--- config.mk ---
export PLATFORM = sky130hd
export DESIGN_NAME = rv_fetch_unit
export DESIGN_NICKNAME = d
export VERILOG_FILES = /design/src/rtl/rv_fetch_pkg.sv /design/src/rtl/fetch_fifo.sv /design/src/rtl/rv_fetch_unit.sv
export SDC_FILE = /design/constraint.sdc
export NUM_CORES = 1
export LEC_CHECK = 0
export CORE_ASPECT_RATIO = 0.5
export CORE_MARGIN = 2
export CORE_UTILIZATION = 34
export CTS_BUF_LIST = sky130_fd_sc_hd__clkbuf_4
export CTS_CLUSTER_DIAMETER = 60
export DETAILED_ROUTE_END_ITERATION = 16
export PLACE_DENSITY = 0.59
export SYNTH_ARGS = -nofsm -noshare
export SYNTH_HDL_FRONTEND = slang
export SYNTH_HIERARCHICAL = 1
export SYNTH_SLANG_ARGS = --single-unit
--- constraint.sdc ---
create_clock -name clk -period 6.25 [get_ports clk]
set_input_delay 1.25 -clock clk [delete_from_list [all_inputs] [get_ports clk]]
set_output_delay 1.25 -clock clk [all_outputs]
set_load 0.01 [all_outputs]
--- src/rtl/rv_fetch_pkg.sv ---
// Shared constants and entry type for the instruction-fetch front end.
// Optional combinational response bypass is enabled with FETCH_BYPASS_EN.
package rv_fetch_pkg;

    localparam logic [31:0] NOP_INSTR   = 32'h0000_0013;
    localparam int          MEM_LAT_MAX = 4;
    localparam int          FETCH_XLEN  = 32;

    typedef struct packed {
        logic [FETCH_XLEN-1:0] pc;
        logic [31:0]           instr;
    } fetch_entry_t;

endpackage

--- src/rtl/fetch_fifo.sv ---
// Synchronous prefetch FIFO with flush; flush and reset take priority over push/pop.
module fetch_fifo #(
    parameter int DEPTH = 4,
    parameter int W     = 64
) (
    input  logic                   clk,
    input  logic                   reset,
    input  logic                   flush,
    input  logic                   push,
    input  logic [W-1:0]           push_data,
    input  logic                   pop,
    output logic [W-1:0]           head,
    output logic [$clog2(DEPTH):0] count
);
    localparam int AW = $clog2(DEPTH);

    logic [W-1:0]  buf_q [DEPTH];
    logic [AW-1:0] wr_ptr;
    logic [AW-1:0] rd_ptr;

    always_ff @(posedge clk) begin
        if (reset || flush) begin
            wr_ptr <= '0;
            rd_ptr <= '0;
            count  <= '0;
        end else begin
            if (push) wr_ptr <= wr_ptr + AW'(1);
            if (pop)  rd_ptr <= rd_ptr + AW'(1);
            if (push && !pop)
                count <= count + (AW+1)'(1);
            else if (!push && pop)
                count <= count - (AW+1)'(1);
        end
    end

    // Storage carries no reset; validity lives entirely in the pointers.
    always_ff @(posedge clk) begin
        if (push && !reset && !flush)
            buf_q[wr_ptr] <= push_data;
    end

    assign head = buf_q[rd_ptr];

endmodule

--- src/rtl/rv_fetch_unit.sv ---
// Fetch front end: PC, credit-based request issue, in-flight tag pipe, prefetch FIFO.
// Define FETCH_BYPASS_EN to present a response to decode in its arrival cycle when the FIFO is empty.
module rv_fetch_unit
    import rv_fetch_pkg::*;
#(
    parameter int              XLEN     = 32,
    parameter logic [XLEN-1:0] RESET_PC = '0,
    parameter int              MEM_LAT  = 1,
    parameter int              FQ_DEPTH = 4
) (
    input  logic                        clk,
    input  logic                        reset,
    output logic [XLEN-1:0]             imem_addr,
    output logic                        imem_req,
    input  logic [31:0]                 imem_rdata,
    input  logic                        redirect_valid,
    input  logic [XLEN-1:0]             redirect_pc,
    input  logic                        d_ready,
    output logic                        d_valid,
    output logic [31:0]                 d_instr,
    output logic [XLEN-1:0]             d_pc,
    output logic [XLEN-1:0]             d_pc_plus_4,
    output logic [$clog2(FQ_DEPTH):0]   fq_count
);
    localparam int STAGES = MEM_LAT - 1;
    localparam int CW     = $clog2(FQ_DEPTH) + 1;

    typedef struct packed {
        logic [XLEN-1:0] pc;
        logic [31:0]     instr;
    } entry_t;

    logic [XLEN-1:0]             pc;
    logic [STAGES:0]             vld_pipe;
    logic [STAGES:0][XLEN-1:0]   pc_pipe;
    logic [CW-1:0]               inflight_cnt;
    logic [CW:0]                 credit_use;
    logic                        resp_vld;
    logic                        fifo_empty;
    logic                        push;
    logic                        pop;
    entry_t                      resp;
    entry_t                      head;
    entry_t                      sel;

    always_comb begin
        inflight_cnt = '0;
        for (int i = 0; i <= STAGES; i++)
            inflight_cnt = inflight_cnt + CW'(vld_pipe[i]);
    end

    // Every outstanding request owns a FIFO slot, so a response can always be pushed.
    assign credit_use = {1'b0, inflight_cnt} + {1'b0, fq_count};
    assign imem_req   = !reset && (credit_use < (CW+1)'(FQ_DEPTH));
    assign imem_addr  = pc;

    assign resp_vld   = vld_pipe[STAGES] && !redirect_valid && !reset;
    assign resp       = '{pc: pc_pipe[STAGES], instr: imem_rdata};
    assign fifo_empty = (fq_count == '0);
    assign pop        = !fifo_empty && d_ready;

`ifdef FETCH_BYPASS_EN
    logic bypass;
    assign bypass  = fifo_empty && resp_vld;
    assign d_valid = !fifo_empty || bypass;
    assign sel     = bypass ? resp : head;
    assign push    = resp_vld && !(bypass && d_ready);
`else
    assign d_valid = !fifo_empty;
    assign sel     = head;
    assign push    = resp_vld;
`endif

    assign d_instr     = d_valid ? sel.instr : NOP_INSTR;
    assign d_pc        = d_valid ? sel.pc : '0;
    assign d_pc_plus_4 = d_pc + XLEN'(4);

    // A redirect kills the tags already in flight and the one issued this cycle.
    always_ff @(posedge clk) begin
        if (reset) begin
            pc       <= RESET_PC;
            vld_pipe <= '0;
            pc_pipe  <= '0;
        end else if (redirect_valid) begin
            pc       <= {redirect_pc[XLEN-1:2], 2'b00};
            vld_pipe <= '0;
        end else begin
            if (imem_req)
                pc <= pc + XLEN'(4);
            vld_pipe[0] <= imem_req;
            pc_pipe[0]  <= pc;
            for (int i = 1; i <= STAGES; i++) begin
                vld_pipe[i] <= vld_pipe[i-1];
                pc_pipe[i]  <= pc_pipe[i-1];
            end
        end
    end

    fetch_fifo #(
        .DEPTH (FQ_DEPTH),
        .W     ($bits(entry_t))
    ) u_fifo (
        .clk       (clk),
        .reset     (reset),
        .flush     (redirect_valid),
        .push      (push),
        .push_data (resp),
        .pop       (pop),
        .head      (head),
        .count     (fq_count)
    );

endmodule

Yosys cells after proc, flatten, opt, wreduce, memory -nomap -nowiden:

Memories as Yosys holds them, arrays and structs flattened. A register that Yosys moved wholly into a read port is not among the register bits.
Cells that the tools add are included.

* add/subtract/negate cells: 7
* order comparisons: 1
* multiplexer cells: 10
* reduce and logical (&&, ||, !) cells: 18

Operator list (count)
* 32-bit 2-to-1 mux: 4
* 32-bit by 3-bit adder with 32-bit output (second input constant): 2
* 1-bit logical AND: 8
* 3-bit 2-to-1 mux: 2
* 1-bit zero test: 5
* 1-bit by 3-bit adder with 4-bit output: 1
* 2-bit by 1-bit adder with 2-bit output (second input constant): 2
* 4-bit by 3-bit less-than comparator with 1-bit output (second input constant): 1
* 2-bit 2-to-1 mux: 2
* 2-bit nonzero test: 2
* 3-bit by 1-bit adder with 3-bit output (second input constant): 1
* 3-bit zero test: 1
* 3-bit by 1-bit subtractor with 3-bit output (second input constant): 1
* 1-bit 2-to-1 mux: 2
* 2-bit OR reduction: 1
* 1-bit logical OR: 1

* bits in registers: 72
* RAM bits: 256
* logic and storage cells: 44
* memories: 1

Memory list
* u_fifo.buf_q: depth 4, bits a word 64, read ports 1, clocked after memory_dff 1, wr ports 1, line fetch_fifo.sv:17 `logic [W-1:0] buf_q [DEPTH];`

Longest topological paths before layout:

* depth in word-level cells: 7
* gate-level depth with buffers: 12
* gate-level depth less buffers: 10

Cells and area by module:

The synthesis kept the hierarchy.

By module, submodules not included
* fetch_fifo: times used 1, cells each 378, area each 9736.8 um^2, seq. area each 7867.5 um^2
* rv_fetch_unit: times used 1, cells each 504, area each 3966.3 um^2, seq. area each 1221.2 um^2

Worst setup path after synthesis:

OpenSTA, ideal clock, no wires.

* path type: flip-flop to output port
* start point: register u_fifo.count[0]
* end point: output port d_pc_plus_4[26]
* arrival: 2833 ps
* data required time: 5000 ps
* slack: 2167 ps
* cell stages (with the launch flop): 11
* path buffers: 2
* cells stage by stage: dfxtp_1 -> nor3_1 -> inv_1 -> clkbuf_1 -> clkbuf_1 -> and2_1 -> ha_1 -> nand4_1 -> nor4_1 -> nand4_1 -> xnor2_1

* cells in the longest elaborated chain, start to end: 3

RTL lines
* start, declared: line fetch_fifo.sv:13 `output logic [$clog2(DEPTH):0] count`
* start signal, assigned: line fetch_fifo.sv:30 `count <= count + (AW+1)'(1);`
* start signal, assigned: line fetch_fifo.sv:32 `count <= count - (AW+1)'(1);`
* 3-bit zero test: line rv_fetch_unit.sv:59 `assign fifo_empty = (fq_count == '0);`
* 32-bit 2-to-1 mux: line rv_fetch_unit.sv:75 `assign d_pc = d_valid ? sel.pc : '0;`
* net d_pc[3]: line rv_fetch_unit.sv:21 `output logic [XLEN-1:0] d_pc,`
* 32-bit by 3-bit adder with 32-bit output: line rv_fetch_unit.sv:76 `assign d_pc_plus_4 = d_pc + XLEN'(4);`
* end, declared: line rv_fetch_unit.sv:22 `output logic [XLEN-1:0] d_pc_plus_4,`

The timed path passes the listed nets, and every way through them passes these cells.

==> summary.txt <==
Worst setup path
  – Buffers & Inverters on Critical Path: 2
  – Crit path capture type: output pin
  – Worst Path Required: around 5.0 ns
  – Data arrival time at the worst-slack endpoint: a little over 4 ns
  – CP max stage delay: ~0.70 ns
  – Crit start category: flop
  – Critical-path cell list: buf_4 -> mux4_2 -> nand3_1 -> nor3_1 -> nand4_1 -> xnor2_1 -> clkdlybuf4s50_1
  – Crit path max fanout: 54
  – Slowest cell on the critical path: buf_4
  – Crit-path leading delay family: buffers and inverters
  – Critical path type: flop to output pin

Clock tree
  – CTS tree: yes
  – Num CTS Buffers: between 70 and 80
  – Maximum root-to-sink buffer count: 3
  – Post-CTS sizing: 0
  – H-tree depth: 3
  – Clock latency at the later pin of the worst-skew pair: about 0.69 ns
  – Clk slew on worst S/H paths: 0.07 ns
  – Clock root cell: clkbuf_4
  – CTS sink count: 326
  – CTS Hold Bufs: 0
  – Post-CTS Setup Bufs: 0

STA
  – Maximum clock frequency: 0.185 GHz
  – Setup TNS: 0 ns
  – Layout Skew: ~0.027 ns
  – Final setup violating endpoints: 0
  – Hold slack final: roughly 0.48 ns
  – Final min period: ~5.4 ns
  – Final Hold Viols: 0
  – Fin crit share: roughly 86%
  – Final Max Slew Viols: 0
  – Normalized max-slew margin: approximately 31%
  – RSZ-0062 raised after global routing: no
  – Measured slew at the worst slew-check pin: 1.04 ns

Synthesis
  – Synth async-reset ratio: 0%
  – Syn_area_per_cell: between 15 and 20 um^2
  – Post-Syn Instances: 882
  – Post-synth top area share: between 50 and 60%
  – Synthesized cell area: between 0.01 and 0.015 mm^2
  – Post-synth EDFFs: between 200 and 300
  – Post-synth top area cell: edfxtp_1
  – Ys flop type: edfxtp_1
  – Cell variety after synth: a little under 50
  – Synth Register Bits: 326
  – Synth warn: 6
  – Top cells by area, synth: edfxtp_1 56%, dfxtp_1 10%, mux4_2 9.9%, and2_1 2.9%, mux2i_1 2.1%
  – Seq/Total Area, Yosys: between 60% and 70%

Route
  – Via count: between 8000 and 9000
  – DR iter-0 viols: about 400
  – First-pass DRT Iterations: 4
  – DRC Markers: 0
  – Detail Route Antenna Nets: 0
  – DR WL/cell: 19.0 um
  – Vias per cell: 4.95
  – Total routed wirelength: around 33 mm

Final layout
  – Synth-to-layout area growth: 25.2%
  – Layout Utilization: between 40 and 50%
  – Final Net Count: 1206
  – Commonest cells after routing, fill and taps aside: 256 x edfxtp_1, 194 x clkdlybuf4s50_1, 119 x clkbuf_4, 68 x dfxtp_1, 67 x nor2_1
  – Most common cell after layout, fill and taps aside: edfxtp_1
  – Layout cells sized above 1: 18.1%
  – # fillers: 3579

Power
  – Worst VDD drop: between 100 and 150 uV
  – Cell Pwr Density: between 200 and 300 mW/mm^2
  – Final Power: 4.45 mW
  – Leak pwr: ~5.6 nW

Global route
  – Largest net degree at the start of global routing: 65
  – Gr ovfl total: 0
  – Vias in the first global route: 8827
  – Initial antenna violation count: 1
  – First-pass GRT wire length: slightly above 50 mm
  – Total Routing Usage GR: 15.6%

Placed design
  – Port Buffers: 196
  – Post-DP HPWL: about 21 mm
  – Global placer's final weighted congestion: 0.776

Outcome
  – Status: completed

Floorplan
  – Starting Density: 34.9%
  – Die Wd: about 290 um
  – Die Area: between 0.04 and 0.05 mm^2
  – Core box area: 0.0393 mm^2
  – Boundary Pins: approximately 200
  – # rows: 51
  – Die height: between 100 and 150 um

Min path
  – HP Class: flop to flop

Run
  – Maxcap violations: 0
[layout make-up]
cell class	instances	area (um^2)	share of cell area (%)
Multi-Input combinational cell	496	4260	24.8
Tap cell	530	663	3.86
Inverter	16	60.1	0.350
Antenna cell	1	2.50	0.0146
Sequential cell	326	9090	53.0
Clock inverter	23	114	0.663
Timing Repair Buffer	212	2070	12.1
Clock buffer	119	893	5.21
[tightest hold or removal path: stages (launching register included)]
cell and delay [ns]:
dfxtp_1 0.32, nand2_1 0.08, a21oi_1 0.06
[metrics by stage]
stage	cell area [um^2]	std cells	setup WS (ns)
finish	17200	1723	0.852
CTS	17200	1722	0.726
global placement	16200	1580	1.55
global route	17200	1723	0.543
floorplan	13700	891	2.17
detailed placement	16200	1580	1.49
[where the power goes]
group	total (mW)	switching (mW)	internal [mW]
sequential	2.40	0.0438	2.36
combinational	0.325	0.148	0.176
clock	1.73	0.819	0.912
total	4.45	1.01	3.44
[cells by family after synthesis]
logic type                 synth area share (%)
DFF                                        66.3
and+or+nand+nor                            11.2
muxes                                      12.9
buffers and inverters                      2.85
AOI/OAI and AO/OA                          3.57
xor gates and xnor gates                   2.36
adders and majority gates                 0.785
other                                    0.0274
[registers in the layout (all words and copies together) (netlist names), named ones only]
name and cells:
imem_addr 30, u_fifo/count 3, u_fifo/buf_q 256, u_fifo/wr_ptr 2, vld_pipe 1, pc_pipe 30
u_fifo/rd_ptr 2
[cell usage after synthesis, types with 15 or more instances]
cell / number
and2_1: 64
nand2_1: 27
edfxtp_1: 256
inv_1: 15
xnor2_1: 24
nand4_1: 25
nor2_1: 67
nor3_1: 15
mux2i_1: 29
a311oi_1: 15
mux4_2: 60
clkbuf_1: 30
nand3_1: 23
dfxtp_1: 70
[routing by layer]
metal | global-route usage, % | up-vias | wire length, um
li1 | - | 3986 | -
met4 | 5.34 | 0 | 600
met2 | 27.3 | 204 | 17200
met5 | 0 | - | 0
met1 | 18.8 | 4298 | 13400
met3 | 3.65 | 42 | 1400
[worst paths after layout]
path / startpoint / end / slack, ns / cells after the start
worst max register to register: u_fifo/count[0] / u_fifo/count[2] / 3.23 / 12
worst max-delay path: flop / d_pc_plus_4[27] / 0.85 / 7
worst min register to register: imem_addr[31] / pc_pipe[31] / 0.48 / 2
worst min-delay path: imem_addr[31] / pc_pipe[31] / 0.48 / 2
No activity file was read; power rests on OpenSTA's default activity.
